<file path="src/rtl/key_buffer_if.sv">
// rtl/key_buffer_if.sv - scan-code input, pop request and key FIFO status bundle
interface key_buffer_if;
  logic       scan_valid;
  logic [7:0] scan_code;
  logic       clean_key_buffer;
  logic [7:0] pressed_key;
  logic [4:0] key_count;
  logic       overflow;

  modport master (
    output scan_valid, scan_code, clean_key_buffer,
    input  pressed_key, key_count, overflow
  );

  modport slave (
    input  scan_valid, scan_code, clean_key_buffer,
    output pressed_key, key_count, overflow
  );
endinterface

</file>
<file path="src/rtl/key_buffer.sv">
// rtl/key_buffer.sv - PS/2 set-2 make-code decoder feeding a circular key FIFO
// Releases and keyboard status bytes are dropped; E0-prefixed makes are tagged with bit 7.
module key_buffer #(
  parameter int DEPTH = 8
) (
  input logic       CLK,
  input logic       reset,
  key_buffer_if.slave kb
);
  localparam int         PTR_W      = (DEPTH > 1) ? $clog2(DEPTH) : 1;
  localparam logic [4:0] FULL_COUNT = 5'(DEPTH);

  typedef enum logic [1:0] {IDLE, BRK, EXT, EXT_BRK} state_t;

  state_t           state, state_next;
  logic             push_req;
  logic [7:0]       push_code;
  logic             status_byte;
  logic [7:0]       mem [DEPTH];
  logic [PTR_W-1:0] rd_ptr, wr_ptr;
  logic [4:0]       count;
  logic             ovf;
  logic             full, do_pop, do_push;

  assign status_byte = kb.scan_code inside {8'h00, 8'hAA, 8'hEE, 8'hFA, 8'hFC, 8'hFE, 8'hFF};

  always_ff @(posedge CLK) begin
    if (!reset) state <= IDLE;
    else        state <= state_next;
  end

  always_comb begin
    state_next = state;
    push_req   = 1'b0;
    push_code  = kb.scan_code;
    if (kb.scan_valid) begin
      unique case (state)
        IDLE: begin
          if (kb.scan_code == 8'hF0)      state_next = BRK;
          else if (kb.scan_code == 8'hE0) state_next = EXT;
          else if (!status_byte)          push_req   = 1'b1;
        end
        BRK: state_next = IDLE;
        EXT: begin
          // Repeated E0 prefixes are tolerated; the sequence stays extended.
          if (kb.scan_code == 8'hF0) state_next = EXT_BRK;
          else if (kb.scan_code != 8'hE0) begin
            push_req   = 1'b1;
            push_code  = {1'b1, kb.scan_code[6:0]};
            state_next = IDLE;
          end
        end
        EXT_BRK: state_next = IDLE;
      endcase
    end
  end

  assign full    = (count == FULL_COUNT);
  assign do_pop  = kb.clean_key_buffer && (count != 5'd0);
  assign do_push = push_req && (!full || do_pop);

  always_ff @(posedge CLK) begin
    if (reset && do_push) mem[wr_ptr] <= push_code;
  end

  always_ff @(posedge CLK) begin
    if (!reset) begin
      rd_ptr <= '0;
      wr_ptr <= '0;
      count  <= 5'd0;
      ovf    <= 1'b0;
    end else begin
      if (do_pop)  rd_ptr <= rd_ptr + 1'b1;
      if (do_push) wr_ptr <= wr_ptr + 1'b1;
      case ({do_push, do_pop})
        2'b10:   count <= count + 5'd1;
        2'b01:   count <= count - 5'd1;
        default: count <= count;
      endcase
      if (push_req && !do_push) ovf <= 1'b1;
    end
  end

  assign kb.pressed_key = (count != 5'd0) ? mem[rd_ptr] : 8'h00;
  assign kb.key_count   = count;
  assign kb.overflow    = ovf;
endmodule

</file>
<file path="src/flat_wrapper.sv">
// flat-port wrapper written by rule: the top's interface ports become plain ports
module key_buffer_flat 
#(
  parameter int DEPTH = 8
)
  (CLK, reset, kb_scan_valid, kb_scan_code, kb_clean_key_buffer, kb_pressed_key, kb_key_count, kb_overflow);
  key_buffer_if kb_i ();
  input logic CLK;
  input logic reset;
  input wire logic [$bits(kb_i.scan_valid)-1:0] kb_scan_valid;
  input wire logic [$bits(kb_i.scan_code)-1:0] kb_scan_code;
  input wire logic [$bits(kb_i.clean_key_buffer)-1:0] kb_clean_key_buffer;
  output wire logic [$bits(kb_i.pressed_key)-1:0] kb_pressed_key;
  output wire logic [$bits(kb_i.key_count)-1:0] kb_key_count;
  output wire logic [$bits(kb_i.overflow)-1:0] kb_overflow;
  assign kb_i.scan_valid = kb_scan_valid;
  assign kb_i.scan_code = kb_scan_code;
  assign kb_i.clean_key_buffer = kb_clean_key_buffer;
  assign kb_pressed_key = kb_i.pressed_key;
  assign kb_key_count = kb_i.key_count;
  assign kb_overflow = kb_i.overflow;
  key_buffer #(.DEPTH(DEPTH)) u_core (.CLK(CLK), .reset(reset), .kb(kb_i));
endmodule
</file>
<file path="config.mk">
export PLATFORM = sky130hd
export DESIGN_NAME = key_buffer_flat
export DESIGN_NICKNAME = d
export VERILOG_FILES = /design/src/rtl/key_buffer_if.sv /design/src/rtl/key_buffer.sv /design/src/flat_wrapper.sv
export SDC_FILE = /design/constraint.sdc
export NUM_CORES = 1
export LEC_CHECK = 0
export CELL_PAD_IN_SITES_DETAIL_PLACEMENT = 1
export CELL_PAD_IN_SITES_GLOBAL_PLACEMENT = 1
export CORE_UTILIZATION = 46
export CTS_BUF_LIST = sky130_fd_sc_hd__clkbuf_4 sky130_fd_sc_hd__clkbuf_8
export CTS_CLUSTER_SIZE = 12
export DETAILED_ROUTE_END_ITERATION = 10
export PLACE_DENSITY = 0.85
export SYNTH_ARGS = -nofsm -noshare
export SYNTH_HDL_FRONTEND = slang
export SYNTH_SLANG_ARGS = --single-unit
</file>
<file path="constraint.sdc">
create_clock -name CLK -period 2.7 [get_ports CLK]
set_input_delay 0.27 -clock CLK [delete_from_list [all_inputs] [get_ports CLK]]
set_output_delay 0.27 -clock CLK [all_outputs]
set_load 0.01 [all_outputs]
</file>
---- Yosys cells after proc, flatten, opt, wreduce, memory -nomap -nowiden ----
Memory sizes are Yosys's and may differ from the RTL's. A register that Yosys moved wholly into a read port is not among the register bits.
Index checks and enable logic that the tools add are counted.
word-level totals
  flip-flop bits (word level) ............. 14
  RAM bits ................................ 64
  bits of input ports ..................... 12
  output and inout bits ................... 14
  logic and storage cells ................. 63
  memories kept ........................... 1
operators by class
  add/sub/neg operators ................... 4
  equality and inequality tests ........... 17
  muxes and demuxes ....................... 22
  reductions and logical operators ........ 14
memory list
  name        depth  bits a word  read ports  clocked after memory_dff  write ports  line              source
  u_core.mem  8      8            1           1                         1            key_buffer.sv:19  logic [7:0] mem [DEPTH];
operators by type and width
  operator             count
  $eq 8x8->1 const B   8
  $mux 8               5
  $pmux 5 s2           1
  $logic_not 8->1      1
  $mux 1               8
  $mux 2               4
  $ne 8x8->1 const B   1
  $reduce_bool 7->1    1
  $add 3x1->3 const B  2
  $eq 2x2->1 const B   3
  $mux 3               2
  $ne 3x1->1 const B   2
  $pmux 2 s3           1
  $add 5x1->5 const B  1
  $eq 5x4->1 const B   1
  $reduce_bool 5->1    1
  $sub 5x1->5 const B  1
  $eq 2x1->1 const B   2
  $logic_and 1x1->1    4
  $reduce_and 3->1     1
  $logic_not 1->1      2
  $logic_not 2->1      1
  $pmux 1 s2           1
  $reduce_bool 2->1    1
  2 further kinds      2

---- Longest topological paths before layout ----
Gate-level depths: netlist (run 1).
  depth in word-level cells ............... 11
  gate-level depth with buffers ........... 11
  gate-level depth less buffers ........... 11

---- Least setup slack after synthesis (run 1) ----
No wires, ideal clock.
  path kind ............................... register to register
  start point ............................. register u_core.count[0] (netlist: u_core.kb.key_count[0])
  end point ............................... register u_core.count[4] (netlist: u_core.kb.key_count[4])
  library setup time ...................... 0.072 ns
  arrival time ............................ 2.558 ns
  data required time ...................... 2.628 ns
  setup slack ............................. 0.070 ns
  cell stages (with the launch flop) ...... 12
  period minus slack after synthesis ...... 2.630 ns
  cells stage by stage .................... dfxtp_1 or4_4 nor2_8 nor2b_2 buf_6 and2_1 fa_1 a21o_1 a21oi_1 nor3_1 mux2i_1 mux2i_1
between the ends
  longest elaborated chain between the ends .. 6
  elaborated cells on any way between the ends .. 12
  classes of those cells .................. add/sub (2); eq/ne (3); mux (1); reduce/logical (6)
RTL lines
  what                                                         line                                source
  start: declaration                                           key_buffer.sv:21                    logic [4:0] count;
  start signal: assignment                                     key_buffer.sv:76                    2'b10: count <= count + 5'd1;
  start signal: assignment                                     key_buffer.sv:77                    2'b01: count <= count - 5'd1;
  start signal: assignment                                     key_buffer.sv:78                    default: count <= count;
  $eq 5x4->1 / $reduce_bool 5->1 (equally long branches)       key_buffer.sv:58, key_buffer.sv:59
  $logic_not 1->1 / $logic_and 1x1->1 (equally long branches)  key_buffer.sv:60, key_buffer.sv:59
  $logic_or 1x1->1                                             key_buffer.sv:60                    assign do_push = push_req && (!full || do_pop);
  $logic_and 1x1->1                                            key_buffer.sv:60
  $eq 2x1->1 / $eq 2x2->1 (equally long branches)              key_buffer.sv:75                    case ({do_push, do_pop})
  $pmux 5 s2 / $reduce_bool 2->1 (equally long branches)       --
Parallel ways exist; a longest one is shown, timed or not.
A chain may end at the register's enable or synchronous reset.

---- Worst setup path after layout (run 1) ----
  start point ............................. register u_core.count[1] (netlist: u_core.kb.key_count[1])
  end point ............................... register u_core.count[4] (netlist: u_core.kb.key_count[4])
Same word-level chain as after synthesis.

==> flow_summary_export.csv, run 1 <==
group,metric,value,unit
timing,clock_skew,0.00923,ns
timing,maxSlewHeadroom,61.2,%
setup_path,critPathArrivalTime,2.84,ns
routing,ant_nets,0,
routing,vias_per_cell,5.48,
grt,antenna_found_initial,0,
setup_path,cp.required,2.99,ns
logic_synthesis,synthCells,215,
logic_synthesis,synth_flop_cell,"edfxtp_1",
setup_path,cpPeakStageDelay,0.59,ns
logic_synthesis,syn_area_per_cell,16.0,um^2
setup_path,reg2regPathDepth,10,
layout,layout.cells.non_filler,379,
clock_network,cts_buffers,9,
routing,drt_pass1_iterations,4,
placed_design,gp_congestion,0.874,
floorplanning,coreArea,7250,um^2
timing,fmax,391,MHz
placed_design,io_buffer_count,25,
grt,grt_max_degree,20,
power_and_ir_drop,p_per_area,919,nW/um^2
logic_synthesis,yosys_warnings,0,
timing,post-route-min-period,2.56,ns
logic_synthesis,synthDistinctLibCells,41,
setup_path,crit_chain,"or4_4 > nor2_8 > nor2b_2 > and2_1 > fa_1 > a21o_1 > a21oi_1 > nor3_1 > mux2i_1 > mux2i_1",
grt,grt.total_usage,22.3,%
timing,period_share,94.8,%
grt,grt_pass1_vias,2299,
setup_path,critPathCaptureType,"flop",
clock_network,path_clk_slew,0.09,ns
routing,drtIter0Drc,142,
timing,hold_viol_final,0,
routing,vias,2077,
logic_synthesis,synth_area,3450,um^2
logic_synthesis,synth_top_cell_by_area,"edfxtp_1",
grt,grt_pass1_wl,12100,um
timing,worst_pin_slew,0.581,ns
floorplanning,die_x,88.6,um
logic_synthesis,ys_ff_latch,81,
setup_path,startpoint_type,"flop",
logic_synthesis,syn_nets,233,
floorplanning,die_area,7850,um^2
placed_design,place_inst,363,
timing,rsz0062_at_grt,"false",
layout,post_route_cells_drive_above_1_share,26.1,%
setup_path,cp_slowest_cell,"or4_4",
floorplanning,top_level_ports,26,
setup_path,path_max_fanout,5,
logic_synthesis,yosysSeqAreaShare,65.6,%
clock_network,ctsHoldBuffers,0,
timing,setup-violations-final,0,
floorplanning,num_rows,31,
clock_network,cts_tree,"built",
routing,drc,0,
setup_path,cp_common_cell,"mux2i_1",
floorplanning,start_util,47.6,%
clock_network,max-clock-path-buffers,2,
floorplanning,die_h,88.6,um
placed_design,dpl_cell_area,4040,um^2
clock_network,clkLatencyLatePin,0.36,ns
setup_path,critPathKind,"flop to flop",
routing,drt-total-wl,7790,um
logic_synthesis,synth_edf_count,64,
timing,final-max-slew-violation-count,0,
logic_synthesis,async_reset_ff_share,0,%
clock_network,clockRootBuffer,"clkbuf_8",
min_path,hold_depth,2,
layout,fillers,711,
outcome,status,"finished clean",
logic_synthesis,synth_common_cells,"edfxtp_1, dfxtp_1, mux2i_1",
min_path,hold_path_class,"input port to flop",
power_and_ir_drop,total_power,3960,uW
clock_network,postCtsSetupBuffers,0,
clock_network,cts_sinks,81,
grt,overflow,0,
clock_network,cts_max_level,3,
logic_synthesis,synth_area_leaders,"edfxtp_1, mux4_2, dfxtp_1, mux2i_1, ha_1",
timing,tns,0,ns
layout,fin_area,4310,um^2
flow_run,maxCapViolations,0,
layout,n_antenna_cell,0,
placed_design,dpl.hpwl,5270,um
power_and_ir_drop,p_leak,0.00157,uW
logic_synthesis,synth.top_cell.area_share,55.7,%
logic_synthesis,synth_most_common_cell,"edfxtp_1",
routing,wl_per_cell,20.6,um
layout,fin_nets,293,
power_and_ir_drop,vdd_ir_drop_max,0.622,mV
layout,syn_to_final_growth,24.9,%
## cells in the final DEF (no fill, tap or decap), types with 2 or more instances in the layout
cell,instances
dfxtp_1,17
a21o_1,3
bufinv_16,3
o21ai_0,2
dlymetal6s2s_1,5
mux4_2,16
nor2_1,13
a21oi_1,2
edfxtp_1,64
o21a_1,2
ha_1,5
and2_1,5
nand2b_1,4
nand2_1,16
clkinv_4,2
xor2_1,2
nor2b_1,5
clkbuf_8,9
clkdlybuf4s50_1,20
o21bai_1,2
mux2i_1,17
nor3_1,9
nand3_1,2
nand4_1,2
buf_4,31
xnor2_1,2
## layout make-up
cell class                      count  area [um^2]  share of cell area, %
Sequential cell                    81         2260                   52.5
Inverter                            1         3.75                 0.0871
Tap cell                           99          124                   2.87
Timing Repair Buffer               57          515                   12.0
Multi-Input combinational cell    125         1160                   26.8
Clock inverter                      6          116                   2.70
Clock buffer                       10          131                   3.05
## through the flow
stage,hold slack [ns],utilization [%],setup slack [ns]
after global placement,0.456,55.6,-0.159
after detailed placement,0.472,55.6,-0.315
after floorplan,0.369,-,0.0700
final,0.371,59.4,0.140
after global routing,0.390,59.4,0.0109
after CTS,0.491,59.2,0.00661
## cell families (layout without fill, tap and decap cells)
| group | Yosys count | after routing | share of synthesized area (%) |
|---|---|---|---|
| compound gates | 18 | 18 | 4.10 |
| xor+xnor | 4 | 4 | 1.02 |
| fa+ha+maj | 6 | 6 | 2.39 |
| buf+inv | 9 | 74 | 1.27 |
| flops | 81 | 81 | 65.6 |
| mux | 33 | 33 | 15.4 |
| simple gates | 64 | 64 | 10.3 |
## repair_timing
action                                  CTS  global route
pin swaps                                 0             1
endpoints found under the hold margin     0             0
endpoints found under the setup margin    1             1
resized for setup                         1             6
## sequential cells by signal, summed over array words and instances, names as in the netlist, named ones only
register,count
u_core.kb.key_count,5
u_core.kb.overflow,1
u_core.mem,64
u_core.rd_ptr,3
u_core.state,2
u_core.wr_ptr,3
## worst max-delay path: cells and delay by family (launching register included)
family                   cells  cell delay (ns)
AND/OR/NAND/NOR              5             1.00
adder cells (fa/ha/maj)      1             0.41
flip-flops                   1             0.38
AO/OA/AOI/OAI                2             0.36
multiplexers                 2             0.36
## layer usage
| layer | global-route usage (%) | vias up | routed length [um] |
|---|---|---|---|
| met5 | 0 | - | 0 |
| met2 | 39.9 | 51 | 4190 |
| met4 | 7.62 | 0 | 93 |
| met1 | 26.5 | 1056 | 3210 |
| met3 | 5.32 | 10 | 298 |
| li1 | - | 960 | - |
## path summary, 6_finish.rpt
check                          from                endpoint  slack, ns
min reg2reg      u_core.kb.overflow      u_core.kb.overflow       0.48
min                 kb_scan_code[1]        u_core.mem[3][1]       0.37
max reg2reg  u_core.kb.key_count[1]  u_core.kb.key_count[4]       0.14
max          u_core.kb.key_count[1]  u_core.kb.key_count[4]       0.14
## report_power, final
part           leakage, uW  internal (uW)  switching, uW  total (uW)
Clock             0.000124            631            451        1080
Sequential        0.000716           1420           68.1        1490
Combinational     0.000732            748            641        1390
(Power assumes the default switching activity.)
==> run 2: changes to the inputs <==
--- a/config.mk
+++ b/config.mk
@@ -7,11 +7,11 @@
 export LEC_CHECK = 0
 export CELL_PAD_IN_SITES_DETAIL_PLACEMENT = 1
 export CELL_PAD_IN_SITES_GLOBAL_PLACEMENT = 1
-export CORE_UTILIZATION = 46
+export CORE_UTILIZATION = 40
 export CTS_BUF_LIST = sky130_fd_sc_hd__clkbuf_4 sky130_fd_sc_hd__clkbuf_8
 export CTS_CLUSTER_SIZE = 12
 export DETAILED_ROUTE_END_ITERATION = 10
-export PLACE_DENSITY = 0.85
+export PLACE_DENSITY = 0.77
 export SYNTH_ARGS = -nofsm -noshare
 export SYNTH_HDL_FRONTEND = slang
 export SYNTH_SLANG_ARGS = --single-unit
==> run 2 against run 1 <==
  * Final cell count rose by 2.4%
  * Sequential cell count did not move
  * Sequential share of layout area rose by 0.11 points
  * Global-route usage fell by 3.8 points
  * Clock skew fell by 0.00099 ns
  * Worst hold slack got worse by 0.043 ns
  * Setup slack improved by 0.0053 ns
  * Critical path depth did not move
  * Combinational power barely moved
  * Largest cell class unchanged
  * Largest power group unchanged
==> flow_summary_export.csv, run 2 (same netlist as run 1, synthesis figures left out) <==
group,metric,value,unit
setup_path,cp.required,2.98,ns
layout,n_antenna_cell,0,
clock_network,max-clock-path-buffers,2,
clock_network,cts_tree,"built",
setup_path,startpoint_type,"flop",
placed_design,dpl.hpwl,5170,um
routing,vias_per_cell,5.26,
routing,wl_met3,249,um
layout,top_register,"u_core.mem",
power_and_ir_drop,comb_power_share,36.3,%
layout,layout.cells.non_filler,388,
setup_path,path_max_fanout,8,
clock_network,cts_max_level,3,
routing,top_layer,"met4",
routing,drt_pass1_iterations,4,
grt,antenna_found_initial,0,
clock_network,cts_buffers,9,
clock_network,clkLatencyLatePin,0.35,ns
placed_design,io_buffer_count,25,
timing,maxSlewHeadroom,60.6,%
setup_path,critPathCaptureType,"flop",
power_and_ir_drop,p_sw,1110,uW
power_and_ir_drop,power_switching_share,28.9,%
power_and_ir_drop,p_seq_share,38.4,%
setup_path,timing.rr.start,"u_core.kb.key_count[2]",
grt,grt_pass1_wl,11700,um
timing,worst_pin_slew,0.590,ns
floorplanning,start_util,41.6,%
grt,grt_max_degree,20,
timing,clock_skew,0.00824,ns
min_path,hold_path_class,"input port to flop",
floorplanning,coreArea,8300,um^2
setup_path,cp_common_cell,"mux2i_1",
setup_path,critPathKind,"flop to flop",
grt,grt.total_usage,18.5,%
timing,fin_hold_ws,0.328,ns
setup_path,critPathArrivalTime,2.83,ns
power_and_ir_drop,p_leak,0.00158,uW
setup_path,reg2reg_slack,0.15,ns
routing,drtIter0Drc,45,
routing,drc,0,
power_and_ir_drop,internal-power,2730,uW
placed_design,place_inst,371,
placed_design,gp_congestion,0.781,
floorplanning,die_area,9000,um^2
min_path,hold_end,"u_core.mem[2][0]",
routing,ant_nets,0,
setup_path,reg2regPathDepth,10,
timing,period_share,94.6,%
floorplanning,num_rows,33,
power_and_ir_drop,clkPwrFrac,25.3,%
timing,final-max-slew-violation-count,0,
floorplanning,die_x,94.9,um
outcome,status,"finished clean",
floorplanning,die_h,94.9,um
setup_path,r2r_end,"u_core.kb.key_count[4]",
min_path,worstHoldStart,"kb_scan_code[0]",
routing,wl_met2,3750,um
timing,post-route-min-period,2.55,ns
layout,most-common-layout-cells,"edfxtp_1, buf_4, clkdlybuf4s50_1, mux2i_1, dfxtp_1",
grt,grt_pass1_vias,2270,
power_and_ir_drop,vdd_ir_drop_max,0.388,mV
routing,wl_per_cell,18.9,um
floorplanning,top_level_ports,26,
layout,fin_nets,296,
routing,vias,2042,
layout,largest_reg_flops,64,
layout,layout_commonest_cell,"edfxtp_1",
clock_network,path_clk_slew,0.08,ns
layout,syn_to_final_growth,24.7,%
timing,setup-violations-final,0,
min_path,hold_depth,1,
setup_path,cpPeakStageDelay,0.57,ns
clock_network,clockRootBuffer,"clkbuf_8",
layout,post_route_cells_drive_above_1_share,26.9,%
grt,overflow,0,
setup_path,crit_chain,"or4_4 > nor2_8 > nor2b_2 > and2_4 > fa_1 > a21o_1 > a21oi_2 > nor3_1 > mux2i_1 > mux2i_1",
clock_network,cts_sinks,81,
timing,fmax,392,MHz
setup_path,cp_slowest_cell,"or4_4",
power_and_ir_drop,p_per_area,895,nW/um^2
routing,drt-total-wl,7330,um
flow_run,maxCapViolations,0,
timing,hold_viol_final,0,
routing,wl_met1,3140,um
## run 2: area by class of cell
class | count | area, um^2
clock buffers | 11 | 145
multi-input cells | 125 | 1150
flip-flops and latches | 81 | 2260
repair buffers | 60 | 529
well taps | 105 | 131
fillers | 807 | 4000
clock inverters | 5 | 78.8
inverters | 1 | 3.75
## run 2: how the worst max path moves through the flow
stage	from	endpoint	slack [ns]	cells after the start
2_1_floorplan	u_core.kb.key_count[0]	u_core.kb.key_count[4]	0.07	11
3_3_place_gp	kb_scan_code[0]	u_core.kb.key_count[4]	-0.24	12
3_5_place_dp	kb_scan_code[0]	u_core.kb.key_count[4]	-0.35	12
4_1_cts	kb_scan_code[0]	u_core.kb.key_count[4]	0.005	12
5_1_grt	u_core.kb.key_count[2]	u_core.kb.key_count[4]	-0.002	10
6_report	u_core.kb.key_count[2]	u_core.kb.key_count[4]	0.15	10
## run 2: repair_timing
| item | 4_1_cts | 5_1_grt |
|---|---|---|
| buffers inserted | 0 | 1 |
| gates resized for setup | 0 | 9 |
| hold buffers | 0 | 0 |
| setup endpoints to repair | 0 | 2 |
## run 2: per-layer routing
| layer | global-route usage, % | vias to the layer above |
|---|---|---|
| met5 | 0 | - |
| met4 | 9.85 | 0 |
| met3 | 3.54 | 16 |
| met2 | 32.0 | 42 |
| met1 | 21.7 | 1029 |
| li1 | - | 955 |
## run 2: critical path: cells and delay by family (launching register included)
family	cells	cell delay (ns)
compound gates	2	0.33
fa+ha+maj	1	0.38
flops	1	0.36
mux	2	0.39
simple gates	5	1.02
## run 2: power groups by stage
stage / clock network (uW) / registers, uW / logic [uW]
final: 974 / 1480 / 1400
after global routing: 1050 / 1490 / 1530
after CTS: 1000 / 1480 / 1390
after detailed placement: 0 / 1510 / 1380
after global placement: 0 / 1500 / 1360
after floorplan: 0 / 1520 / 793
## run 2: metrics by stage
| stage | power (uW) | utilization (%) | TNS [ns] | area, um^2 | setup WS [ns] |
|---|---|---|---|---|---|
| after CTS | 3860 | 51.5 | 0 | 4270 | 0.00462 |
| after global routing | 4060 | 51.8 | -0.00159 | 4300 | -0.00159 |
| final | 3850 | 51.8 | 0 | 4300 | 0.146 |
| after floorplan | 2310 | - | 0 | 3450 | 0.0700 |
| after detailed placement | 2880 | 48.8 | -0.640 | 4050 | -0.345 |
| after global placement | 2860 | 48.8 | -0.292 | 4050 | -0.236 |
